===== config.mk =====
export PLATFORM = sky130hd
export DESIGN_NAME = serial_shift_unit
export DESIGN_NICKNAME = d
export VERILOG_FILES = /design/src/rtl/serial_shift_unit.sv
export SDC_FILE = /design/constraint.sdc
export NUM_CORES = 1
export LEC_CHECK = 0
export BUFFER_PORTS_ARGS = -buffer_cell sky130_fd_sc_hd__buf_2
export CAP_MARGIN = 20
export CORE_MARGIN = 3
export CORE_UTILIZATION = 40
export CTS_CLUSTER_SIZE = 25
export DETAILED_ROUTE_END_ITERATION = 8
export GPL_TIMING_DRIVEN = 0
export PLACE_DENSITY = 0.67
export SLEW_MARGIN = 10
export SYNTH_ARGS = -nofsm -noshare
export SYNTH_HDL_FRONTEND = slang
export SYNTH_SLANG_ARGS = --single-unit

===== constraint.sdc =====
create_clock -name clk -period 1.6 [get_ports clk]
set_clock_uncertainty 0.1 [all_clocks]
set_input_delay 0.16 -clock clk [delete_from_list [all_inputs] [get_ports clk]]
set_output_delay 0.16 -clock clk [all_outputs]
set_load 0.01 [all_outputs]

===== src/rtl/serial_shift_unit.sv =====
// rtl/serial_shift_unit.sv - multi-cycle left/right shifter, one bit position per clock
module serial_shift_unit #(
    parameter int WIDTH = 32,
    parameter int CNT_W = 5
) (
    input  logic             clk,
    input  logic             rst_n,
    input  logic             in_valid,
    output logic             in_ready,
    input  logic [WIDTH-1:0] in_data,
    input  logic             in_dir,
    input  logic             in_rot,
    input  logic [CNT_W-1:0] in_amt,
    output logic             out_valid,
    input  logic             out_ready,
    output logic [WIDTH-1:0] out_data,
    output logic             busy
);

    typedef enum logic [1:0] {
        IDLE  = 2'd0,
        SHIFT = 2'd1,
        DONE  = 2'd2
    } state_t;

    state_t             state_q;
    logic [WIDTH-1:0]   data_q;
    logic [WIDTH-1:0]   data_d;
    logic [CNT_W-1:0]   cnt_q;
    logic               dir_q;
    logic               rot_q;
    logic               in_ready_q;
    logic               out_valid_q;
    logic               busy_q;

    // Fill bit is zero for logical shifts, the bit leaving the far end for rotates.
    always_comb begin
        data_d = data_q;
        if (dir_q) begin
            data_d = {(rot_q ? data_q[0] : 1'b0), data_q[WIDTH-1:1]};
        end else begin
            data_d = {data_q[WIDTH-2:0], (rot_q ? data_q[WIDTH-1] : 1'b0)};
        end
    end

    always_ff @(posedge clk or negedge rst_n) begin
        if (!rst_n) begin
            state_q     <= IDLE;
            data_q      <= '0;
            cnt_q       <= '0;
            dir_q       <= 1'b0;
            rot_q       <= 1'b0;
            in_ready_q  <= 1'b1;
            out_valid_q <= 1'b0;
            busy_q      <= 1'b0;
        end else begin
            case (state_q)
                IDLE: begin
                    if (in_valid) begin
                        data_q     <= in_data;
                        cnt_q      <= in_amt;
                        dir_q      <= in_dir;
                        rot_q      <= in_rot;
                        in_ready_q <= 1'b0;
                        busy_q     <= 1'b1;
                        if (in_amt == '0) begin
                            state_q     <= DONE;
                            out_valid_q <= 1'b1;
                        end else begin
                            state_q <= SHIFT;
                        end
                    end
                end
                SHIFT: begin
                    data_q <= data_d;
                    cnt_q  <= cnt_q - 1'b1;
                    if (cnt_q == {{(CNT_W-1){1'b0}}, 1'b1}) begin
                        state_q     <= DONE;
                        out_valid_q <= 1'b1;
                    end
                end
                DONE: begin
                    if (out_ready) begin
                        state_q     <= IDLE;
                        out_valid_q <= 1'b0;
                        busy_q      <= 1'b0;
                        in_ready_q  <= 1'b1;
                    end
                end
                default: begin
                    state_q     <= IDLE;
                    out_valid_q <= 1'b0;
                    busy_q      <= 1'b0;
                    in_ready_q  <= 1'b1;
                end
            endcase
        end
    end

    assign in_ready  = in_ready_q;
    assign out_valid = out_valid_q;
    assign busy      = busy_q;
    assign out_data  = data_q;

endmodule


# --- Word-level counts from Yosys, hierarchy flattened ---
# Cells that the tools add are included.
word_totals:
  latch_bits: 0
  output_inout_bits: 35
  ram_bits: 0
  n_memories: 0
  romBits: 0
  register_bits: 44
  in_bits: 43
  wordCells: 47
op_classes:
  n_eq_ne: 7
  mul: 0
  addsub: 1
  n_shift: 0
  bitwise_logic: 1
  magnitude_cmp: 0
  reduce_logical: 8
  n_div: 0
  muxes: 22
op_table:
  columns: ["operator", "count"]
  rows:
  - ["$mux W32", 2]
  - ["$pmux W32 S2", 1]
  - ["$pmux W5 S2", 1]
  - ["$mux W1", 9]
  - ["$pmux W1 S3", 3]
  - ["$mux W2", 4]
  - ["$ne A2 B2 Y1 const B", 4]
  - ["$pmux W2 S3", 1]
  - ["$reduce_and A3 Y1", 2]
  - ["$eq A5 B1 Y1 const B", 1]
  - ["$logic_not A5 Y1", 1]
  - ["$mux W5", 1]
  - ["$sub A5 B1 Y5 const B", 1]
  - ["$reduce_and A2 Y1", 2]
  - ["$reduce_and A4 Y1", 1]
  - ["$eq A2 B1 Y1 const B", 1]
  - ["$eq A2 B2 Y1 const B", 1]
  - ["$logic_not A2 Y1", 1]
  - ["$reduce_bool A2 Y1", 1]
  - ["$not A1 Y1", 1]

# --- Depth between registers and ports, before layout ---
# Gate-level depths: netlist of the first run.
depth:
  word_depth: 4
  ltp_mapped: 6

# --- Worst setup path before layout of the first run ---
# Ideal clock, no wire load.
synth_path:
  path_kind: "reg2reg"
  from: "reg dir_q"
  to: "reg data_q[10] (netlist: out_data[10])"
  t_required_ns: 1.374
  synth_period_minus_slack_ns: 1.564
  setup_slack_ns: 0.036
  path_stages_with_launch: 4
  n_path_buf: 1
  setup_ns: 0.126
  t_arrival_ns: 1.338
  cell_sequence: "dfrtp_1 clkbuf_1 mux2_2 a221o_1"
synth_via:
  elab_chain_cells: 2
synth_lines:
  columns: ["item", "line", "text"]
  rows:
  - ["from (decl)", "30", "logic dir_q;"]
  - ["from (signal assigned)", "62", "dir_q <= in_dir;"]
  - ["$mux W32", "39", "if (dir_q) begin"]
  - ["$pmux W32 S2", "57", "case (state_q)"]
  - ["to (signal assigned)", "60", "data_q <= in_data;"]
  - ["to (signal assigned)", "75", "data_q <= data_d;"]
  - ["to (decl)", "27", "logic [WIDTH-1:0] data_q;"]
# Every way passes these cells.
# A chain may end at the register's enable or synchronous reset.

# --- Worst setup path in the final report of the first run ---
layout_path:
  from: "reg state_q[0]"
  to: "reg data_q[17] (netlist: out_data[17])"
layout_via:
  elab_chain_cells: 3
  word_cells_on_any_way: 6
  classes_between: "eq/ne (2); mux (1); reduce/logical (3)"
layout_lines:
  columns: ["item", "line", "text"]
  rows:
  - ["from (decl)", "26", "state_t state_q;"]
  - ["from (signal assigned)", "48", "state_q <= IDLE;"]
  - ["from (signal assigned)", "67", "state_q <= DONE;"]
  - ["from (signal assigned)", "70", "state_q <= SHIFT;"]
  - ["$eq A2 B1 Y1 / $logic_not A2 Y1 (equally long branches)", "57", null]
  - ["$reduce_bool A2 Y1 (no source line) / $ne A2 B2 Y1 (equally long branches)", null, null]
  - ["$reduce_and A2 Y1 (no source line)", null, null]
# Several ways; a longest one is shown, not always the timed one.

==> impl_metrics.env, run 1 <==
export IMPL_final_max_slew_viol_count=0
export IMPL_dp_cells=387
export IMPL_ys_flop_type="dfrtp_1"
export IMPL_worstMarginPinSlew_ns=0.534
export IMPL_fin_crit_sh_pct=97.4
export IMPL_path_clk_slew_ns=0.09
export IMPL_avgSynthCellArea_um2=10.8
export IMPL_fin_util_pct=53.2
export IMPL_startpoint_type="flop"
export IMPL_startpoint="state_q[0]"
export IMPL_die_w_um=86.0
export IMPL_syn_to_final_growth_pct=26.1
export IMPL_place_hpwl_um=4970
export IMPL_die_h_um=86.0
export IMPL_ios=78
export IMPL_wl_per_cell_um=17.5
export IMPL_cp_slowest_cell="dfrtp_1"
export IMPL_max_stage_delay_ns=0.38
export IMPL_drcViolationCount=0
export IMPL_p_leak_uw=0.00152
export IMPL_critPathRequiredTime_ns=1.74
export IMPL_yosysWarnings=0
export IMPL_fillCellCount=581
export IMPL_max_slew_margin_rel_pct=64.4
export IMPL_worstHoldPathCells=3
export IMPL_hold_viol_final=0
export IMPL_criticalPathCategory="flop to flop"
export IMPL_hp_class="input pin to flop"
export IMPL_grt_overflow=0
export IMPL_htree_levels=2
export IMPL_synth_seq_cells=44
export IMPL_fin_cells=399
export IMPL_worstPathMaxFanout=10
export IMPL_synthArstFlopShare_pct=100
export IMPL_core_mm2=0.00606
export IMPL_holdWs_ns=0.0246
export IMPL_crit_end="out_data[17]"
export IMPL_rsz0062_at_grt="yes"
export IMPL_synth_nets=281
export IMPL_grt_pass1_wl_um=11200
export IMPL_via_per_inst=5.71
export IMPL_ys_seq_area_share_pct=43.1
export IMPL_drt_iter0_drc=135
export IMPL_end_kind="flop"
export IMPL_via_count=2279
export IMPL_tritoncts="yes"
export IMPL_dp_slack_ns=-0.144
export IMPL_crit_arrival_ns=1.69
export IMPL_gp_congestion=0.820
export IMPL_cts_root_buffer="clkbuf_8"
export IMPL_synth_edf_count=0
export IMPL_cts_buffers=5
export IMPL_grt_max_degree=45
export IMPL_fin_area_mm2=0.00323
export IMPL_r2r_start="state_q[0]"
export IMPL_p_per_area_mw_per_mm2=1970
export IMPL_clock_fmax_mhz=642
export IMPL_initial_core_util_pct=42.2
export IMPL_diodes=0
export IMPL_ff2ff_setup_slack_ns=0.04
export IMPL_dr_pass1_iters=4
export IMPL_drive_gt1_share_pct=42.3
export IMPL_setup_violations=0
export IMPL_status="completed"
export IMPL_grt_total_usage_pct=18.8
export IMPL_rows=28
export IMPL_synth_cell_types=43
export IMPL_peakVddDrop_uv=923
export IMPL_synth_area_mm2=0.00256
export IMPL_ant_nets=0
export IMPL_synthCells=236
export IMPL_max_clock_path_buffers=2
export IMPL_reg2reg_depth=6
export IMPL_rr_endpoint="out_data[17]"
export IMPL_finalWorstSetupSlack_ns=0.0412
export IMPL_clock_sinks=44
export IMPL_portBuffers=76
export IMPL_clkLatencyLatePin_ns=0.30
export IMPL_wl_um=7000
export IMPL_cap_viol_max_count=0
export IMPL_dieArea_mm2=0.00739
export IMPL_finalCriticalPeriod_ns=1.56
export IMPL_path_cells="buf_6 > nand2b_1 > buf_2 > buf_4 > nor3b_1 > a221o_1"
export IMPL_grt_pass1_vias=2233
export IMPL_antenna_found_initial=0
export IMPL_dpl_cell_area_mm2=0.00303
export IMPL_nNetsFinal=368
[report_power, final]
group,leakage (uW),internal (uW),switching [uW]
clock,0.0000445,352,401
combinational,0.000939,1790,1670
sequential,0.000538,1650,505
total,0.00152,3790,2570
[cells by family (layout without fill, tap and decap cells)]
| kind of cell | count (synthesis) | in the layout | synth area share (%) |
|---|---|---|---|
| compound gates | 72 | 72 | 22.8 |
| simple gates | 55 | 55 | 14.1 |
| flops | 44 | 44 | 43.1 |
| buf+inv | 35 | 123 | 6.41 |
| mux | 28 | 28 | 12.6 |
| fa+ha+maj | 2 | 2 | 0.978 |
[state kept, by name, summed over array words and instances (netlist names)]
| register | count |
|---|---|
| out_data | 32 |
| rot_q | 1 |
| out_valid | 1 |
| busy | 1 |
| dir_q | 1 |
| state_q | 2 |
| cnt_q | 5 |
| in_ready | 1 |
[cell usage in the layout, fill, tap and decap left out, drive strengths merged, types with 6 or more instances in the layout]
cell type and instances:
buf 94, dfrtp 43, nor3b 29, mux2 27, a221o 26, clkbuf 15, inv 9, a21oi 9
o21ai 7, nand2 6
[metrics by stage]
step                      power (uW)  TNS [ns]
after floorplan                 4480         0
after global placement          5450    -0.995
after detailed placement        5540     -1.28
after CTS                       6310         0
after global routing            6820    -0.224
final                           6360         0
[critical path: cells and delay by family, from the launching register on]
family          cells  cell delay, ns
compound gates      1            0.15
buf+inv             3            0.49
flops               1            0.38
simple gates        2            0.37
[repair_timing]
action | 4_1_cts | 5_1_grt
setup buffers | 0 | 0
setup endpoints to repair | 13 | 34
endpoints found under the hold margin | 45 | 0
gates resized for setup | 4 | 21
hold buffers | 3 | 0
[Yosys cell counts, types with 2 or more instances]
cell / number / share of area, %
clkbuf_1: 10 / 1.5
o211a_1: 3 / 1.2
a2bb2oi_1: 2 / 0.69
nor3_1: 2 / 0.39
a211oi_1: 3 / 0.88
nand3b_1: 2 / 0.59
a21oi_1: 9 / 1.8
mux2_4: 2 / 1.2
mux2_2: 25 / 11
nand2b_1: 4 / 0.98
o21ai_0: 7 / 1.4
nand3_1: 3 / 0.59
a221o_1: 26 / 10
nand2_1: 6 / 0.88
a21o_1: 2 / 0.59
nor2b_1: 4 / 0.98
ha_1: 2 / 0.98
a221oi_1: 4 / 1.4
dfrtp_1: 43 / 42
nor2_1: 2 / 0.29
o22ai_1: 4 / 0.98
inv_1: 9 / 1.3
buf_2: 11 / 2.2
nor3b_1: 29 / 8.5
buf_4: 3 / 0.88
o21bai_1: 2 / 0.59
[final cells by class]
cell class | count | area, um^2 | share of cell area (%)
plain buffers | 25 | 153 | 4.73
flip-flops and latches | 44 | 1100 | 34.2
multi-input cells | 157 | 1320 | 40.8
well taps | 75 | 93.8 | 2.91
clock inverters | 1 | 7.51 | 0.233
clock buffers | 7 | 86.3 | 2.68
repair buffers | 80 | 430 | 13.3
inverters | 10 | 37.5 | 1.16
[layer usage]
metal  routed length (um)  track usage (%)  share of wire, %  up-vias
met5                    0                0                 0        -
met4                   68             5.47              0.97        0
met3                  432             4.03               6.2        6
met2                 3240             28.6                46       70
met1                 3260             26.9                47     1121
li1                     -                -                 -     1082
[worst min path at each step]
stage | endpoint | startpoint
floorplan | busy | rst_n
global placement | cnt_q[1] | rst_n
detailed placement | out_data[18] | rst_n
CTS | cnt_q[3] | in_amt[3]
global route | cnt_q[3] | in_amt[3]
finish | cnt_q[3] | in_amt[3]
(Power assumes the default switching activity.)
==> run 2: changes to the inputs <==
--- a/config.mk
+++ b/config.mk
@@ -15,2 +15,3 @@
 export PLACE_DENSITY = 0.67
+export SKIP_CTS_REPAIR_TIMING = 1
 export SLEW_MARGIN = 10
--- a/constraint.sdc
+++ b/constraint.sdc
@@ -4,2 +4,2 @@
 set_output_delay 0.16 -clock clk [all_outputs]
-set_load 0.01 [all_outputs]
+set_load 0.05 [all_outputs]
==> impl_metrics.env, run 2 (synthesis gave the netlist of run 1 again) <==
export IMPL_wl_per_cell_um=17.5
export IMPL_rr_endpoint="dir_q"
export IMPL_hold_viol_final=0
export IMPL_dr_pass1_iters=6
export IMPL_htree_levels=2
export IMPL_antenna_found_initial=0
export IMPL_cap_viol_max_count=0
export IMPL_grt_pass1_wl_um=11100
export IMPL_rows=28
export IMPL_dpl_cell_area_mm2=0.00303
export IMPL_rsz0062_at_grt="yes"
export IMPL_dr_wl_met2_um=3160
export IMPL_worstMarginPinSlew_ns=0.519
export IMPL_critPathBufInv=2
export IMPL_initial_core_util_pct=42.2
export IMPL_path_common_cell="buf_6"
export IMPL_max_stage_delay_ns=0.39
export IMPL_hp_class="input pin to flop"
export IMPL_ff2ff_setup_slack_ns=0.04
export IMPL_crit_family="flip-flops"
export IMPL_multi_input_area_mm2=0.00132
export IMPL_max_clock_path_buffers=2
export IMPL_path_clk_slew_ns=0.09
export IMPL_fin_crit_sh_pct=97.4
export IMPL_gp_congestion=0.820
export IMPL_dieArea_mm2=0.00739
export IMPL_drive_gt1_share_pct=42.6
export IMPL_diodes=0
export IMPL_startpoint="state_q[0]"
export IMPL_largest_register_ffs=32
export IMPL_holdWs_ns=0.0216
export IMPL_max_slew_margin_rel_pct=65.4
export IMPL_criticalPathCategory="flop to flop"
export IMPL_p_leak_uw=0.00153
export IMPL_clock_sinks=44
export IMPL_crit_arrival_ns=1.64
export IMPL_min_to="cnt_q[3]"
export IMPL_grt_pass1_vias=2216
export IMPL_ios=78
export IMPL_end_kind="flop"
export IMPL_via_count=2296
export IMPL_regArea_mm2=0.00110
export IMPL_syn_to_final_growth_pct=26.5
export IMPL_reg2reg_depth=4
export IMPL_final_max_slew_viol_count=0
export IMPL_clock_fmax_mhz=642
export IMPL_total_power_uw=7580
export IMPL_grt_total_usage_pct=18.7
export IMPL_drcViolationCount=0
export IMPL_cts_root_buffer="clkbuf_8"
export IMPL_final_common_cell="buf_2"
export IMPL_via_per_inst=5.75
export IMPL_dp_cells=387
export IMPL_most_common_layout_cells="buf_2 (82), dfrtp_1 (43), nor3b_1 (26), a221o_1 (26), mux2_2 (25)"
export IMPL_fillCellCount=579
export IMPL_grt_max_degree=45
export IMPL_wl_met1_um=3260
export IMPL_place_hpwl_um=4970
export IMPL_status="completed"
export IMPL_cts_buffers=5
export IMPL_r2r_start="state_q[0]"
export IMPL_ant_nets=0
export IMPL_portBuffers=76
export IMPL_nNetsFinal=368
export IMPL_setup_tns_ns=0
export IMPL_wl_um=6970
export IMPL_startpoint_type="flop"
export IMPL_die_h_um=86.0
export IMPL_fin_cells=399
export IMPL_critPathRequiredTime_ns=1.69
export IMPL_die_w_um=86.0
export IMPL_highest_layer="met4"
export IMPL_tritoncts="yes"
export IMPL_worstPathMaxFanout=10
export IMPL_clkLatencyLatePin_ns=0.30
export IMPL_route_met3_wl_um=472
export IMPL_worstHoldPathCells=3
export IMPL_finalCriticalPeriod_ns=1.56
export IMPL_peakVddDrop_uv=1150
export IMPL_grt_overflow=0
export IMPL_core_mm2=0.00606
export IMPL_p_per_area_mw_per_mm2=2340
export IMPL_cp_slowest_cell="dfrtp_1"
export IMPL_min_from="in_amt[3]"
export IMPL_path_cells="buf_6 > or3b_1 > buf_6 > mux2_4"
export IMPL_setup_violations=0
export IMPL_fin_area_mm2=0.00324
export IMPL_drt_iter0_drc=116
[run 2: worst max path at each step]
stage | to | slack, ns | cells after the start
after floorplan | out_data[10] | 0.04 | 3
after global placement | out_data[13] | -0.11 | 3
after detailed placement | out_data[13] | -0.14 | 3
after CTS | out_data[13] | -0.16 | 3
after global routing | out_data[21] | -0.002 | 6
final | dir_q | 0.04 | 4
[run 2: area by class of cell]
type                            instances  area share [%]
Timing Repair Buffer                   80            13.3
Clock buffer                            7            2.67
Buffer                                 25            5.03
Multi-Input combinational cell        157            40.6
Clock inverter                          1           0.232
Inverter                               10            1.16
Sequential cell                        44            34.1
Tap cell                               75            2.90
[run 2: metal layers]
layer  GRT usage [%]  vias to the layer above
li1                -                     1085
met1            26.7                     1132
met2            28.5                       73
met3            4.03                        6
met4            5.47                        0
met5               0                        -
[run 2: tightest hold or removal path, stage by stage]
cell and delay (ns):
buf_2 0.09, a31oi_1 0.08, nand3_1 0.06
[run 2: stage by stage]
| stage | worst slack, ns | utilization [%] |
|---|---|---|
| 2_1_floorplan | 0.0359 | - |
| 3_3_place_gp | -0.109 | 50.0 |
| 3_5_place_dp | -0.144 | 50.0 |
| 4_1_cts | -0.158 | 51.6 |
| 5_1_grt | -0.00221 | 53.4 |
| 6_report | 0.0424 | 53.4 |
[run 2: power by group]
part           total [uW]  internal (uW)  switching, uW
clock network         750            352            398
registers            2150           1650            502
logic                4680           1810           2870
total                7580           3810           3770
==> run 3: changes to the inputs <==
- CORE_MARGIN: 3 -> default
- PLACE_DENSITY: 0.67 -> 0.72
==> impl_metrics.env, run 3 (synthesis gave the netlist of run 1 again) <==
export IMPL_hp_class="input pin to flop"
export IMPL_grt_pass1_vias=2186
export IMPL_setup_tns_ns=0
export IMPL_fin_crit_sh_pct=97.7
export IMPL_most_common_layout_cells="buf_2 (86), dfrtp_1 (43), a221o_1 (26), nor3b_1 (26), mux2_2 (25)"
export IMPL_max_clock_path_buffers=2
export IMPL_clock_sinks=44
export IMPL_holdWs_ns=0.00829
export IMPL_place_hpwl_um=4800
export IMPL_worstMarginPinSlew_ns=0.516
export IMPL_cts_root_buffer="clkbuf_8"
export IMPL_grt_pass1_wl_um=10700
export IMPL_ant_nets=0
export IMPL_worstHoldPathCells=3
export IMPL_clkLatencyLatePin_ns=0.30
export IMPL_multi_input_area_mm2=0.00132
export IMPL_wl_um=6820
export IMPL_grt_total_usage_pct=21.1
export IMPL_worstPathMaxFanout=10
export IMPL_via_count=2309
export IMPL_via_per_inst=5.79
export IMPL_drt_iter0_drc=140
export IMPL_drcViolationCount=0
export IMPL_status="completed"
export IMPL_core_mm2=0.00606
export IMPL_min_from="in_amt[3]"
export IMPL_pwr_share_clk_pct=12.0
export IMPL_critPathBufInv=1
export IMPL_htree_levels=2
export IMPL_die_h_um=82.0
export IMPL_rr_endpoint="out_data[16]"
export IMPL_nNetsFinal=368
export IMPL_r2r_start="dir_q"
export IMPL_antenna_found_initial=0
export IMPL_max_stage_delay_ns=0.38
export IMPL_gp_congestion=0.847
export IMPL_p_comb_share_pct=60.0
export IMPL_dr_pass1_iters=4
export IMPL_cp_slowest_cell="dfrtp_1"
export IMPL_cap_viol_max_count=0
export IMPL_dieArea_mm2=0.00672
export IMPL_crit_arrival_ns=1.66
export IMPL_finalCriticalPeriod_ns=1.56
export IMPL_dp_slack_ns=-0.184
export IMPL_die_w_um=82.0
export IMPL_switching_power_uw=3800
export IMPL_final_common_cell="buf_2"
export IMPL_tritoncts="yes"
export IMPL_hold_viol_final=0
export IMPL_fin_util_pct=53.4
export IMPL_power_frac_seq_pct=28.0
export IMPL_setup_violations=0
export IMPL_fillCellCount=565
export IMPL_startpoint_type="flop"
export IMPL_ios=78
export IMPL_peakVddDrop_uv=1080
export IMPL_path_cells="buf_2 > mux2_2 > a221o_1"
export IMPL_criticalPathCategory="flop to flop"
export IMPL_path_depth=3
export IMPL_p_per_area_mw_per_mm2=2390
export IMPL_cts_buffers=5
export IMPL_grt_overflow=0
export IMPL_path_clk_slew_ns=0.09
export IMPL_end_kind="flop"
export IMPL_ff2ff_setup_slack_ns=0.04
export IMPL_reg2reg_depth=3
export IMPL_min_to="cnt_q[3]"
export IMPL_max_slew_margin_rel_pct=65.6
export IMPL_diodes=0
export IMPL_rows=28
export IMPL_swShare_pct=49.2
export IMPL_initial_core_util_pct=42.2
export IMPL_portBuffers=76
export IMPL_regArea_mm2=0.00110
export IMPL_clock_fmax_mhz=640
export IMPL_wl_per_cell_um=17.1
export IMPL_final_max_slew_viol_count=0
export IMPL_crit_family="flip-flops"
export IMPL_finalWorstSetupSlack_ns=0.0365
export IMPL_critPathRequiredTime_ns=1.69
export IMPL_grt_max_degree=45
export IMPL_drive_gt1_share_pct=42.9
export IMPL_syn_to_final_growth_pct=26.6
export IMPL_p_int_uw=3930
export IMPL_largest_register_ffs=32
export IMPL_p_leak_uw=0.00153
==> run 3: power by group through the flow <==
stage	Combinational, uW	Sequential (uW)	Clock [uW]
floorplan	2260	3410	0
global placement	4480	2150	0
detailed placement	4560	2170	0
CTS	4580	2150	931
global route	4950	2230	982
finish	4630	2170	926
==> run 3: metrics by stage <==
step	total power, uW	area [um^2]	cells
2_1_floorplan	5670	2560	236
3_3_place_gp	6630	3030	387
3_5_place_dp	6730	3030	387
4_1_cts	7660	3150	395
5_1_grt	8160	3240	399
6_report	7720	3240	399
==> run 3: final cells by class <==
cell class	instances	area share [%]
Buffer	25	4.25
Clock buffer	6	2.55
Clock inverter	2	1.20
Inverter	10	1.16
Multi-Input combinational cell	157	40.6
Sequential cell	44	34.0
Tap cell	75	2.90
Timing Repair Buffer	80	13.3
==> run 3: worst max-delay path by stage <==
stage,start,to,slack [ns]
2_1_floorplan,dir_q,out_data[10],0.04
3_3_place_gp,dir_q,out_data[12],-0.09
3_5_place_dp,dir_q,out_data[13],-0.18
4_1_cts,dir_q,out_data[13],-0.20
5_1_grt,state_q[0],out_data[16],-0.01
6_report,dir_q,out_data[16],0.04
==> run 3: layer usage <==
layer	wire, um	vias up	track usage (%)
met5	0	-	0
met4	116	0	8.77
met3	310	11	4.33
met2	3220	72	32.6
met1	3170	1136	28.4
li1	-	1090	-
==> run 3: worst min-delay path: cells and delay by family <==
kind,cells,cell delay [ns]
buf+inv,1,0.09
compound gates,1,0.07
simple gates,1,0.05
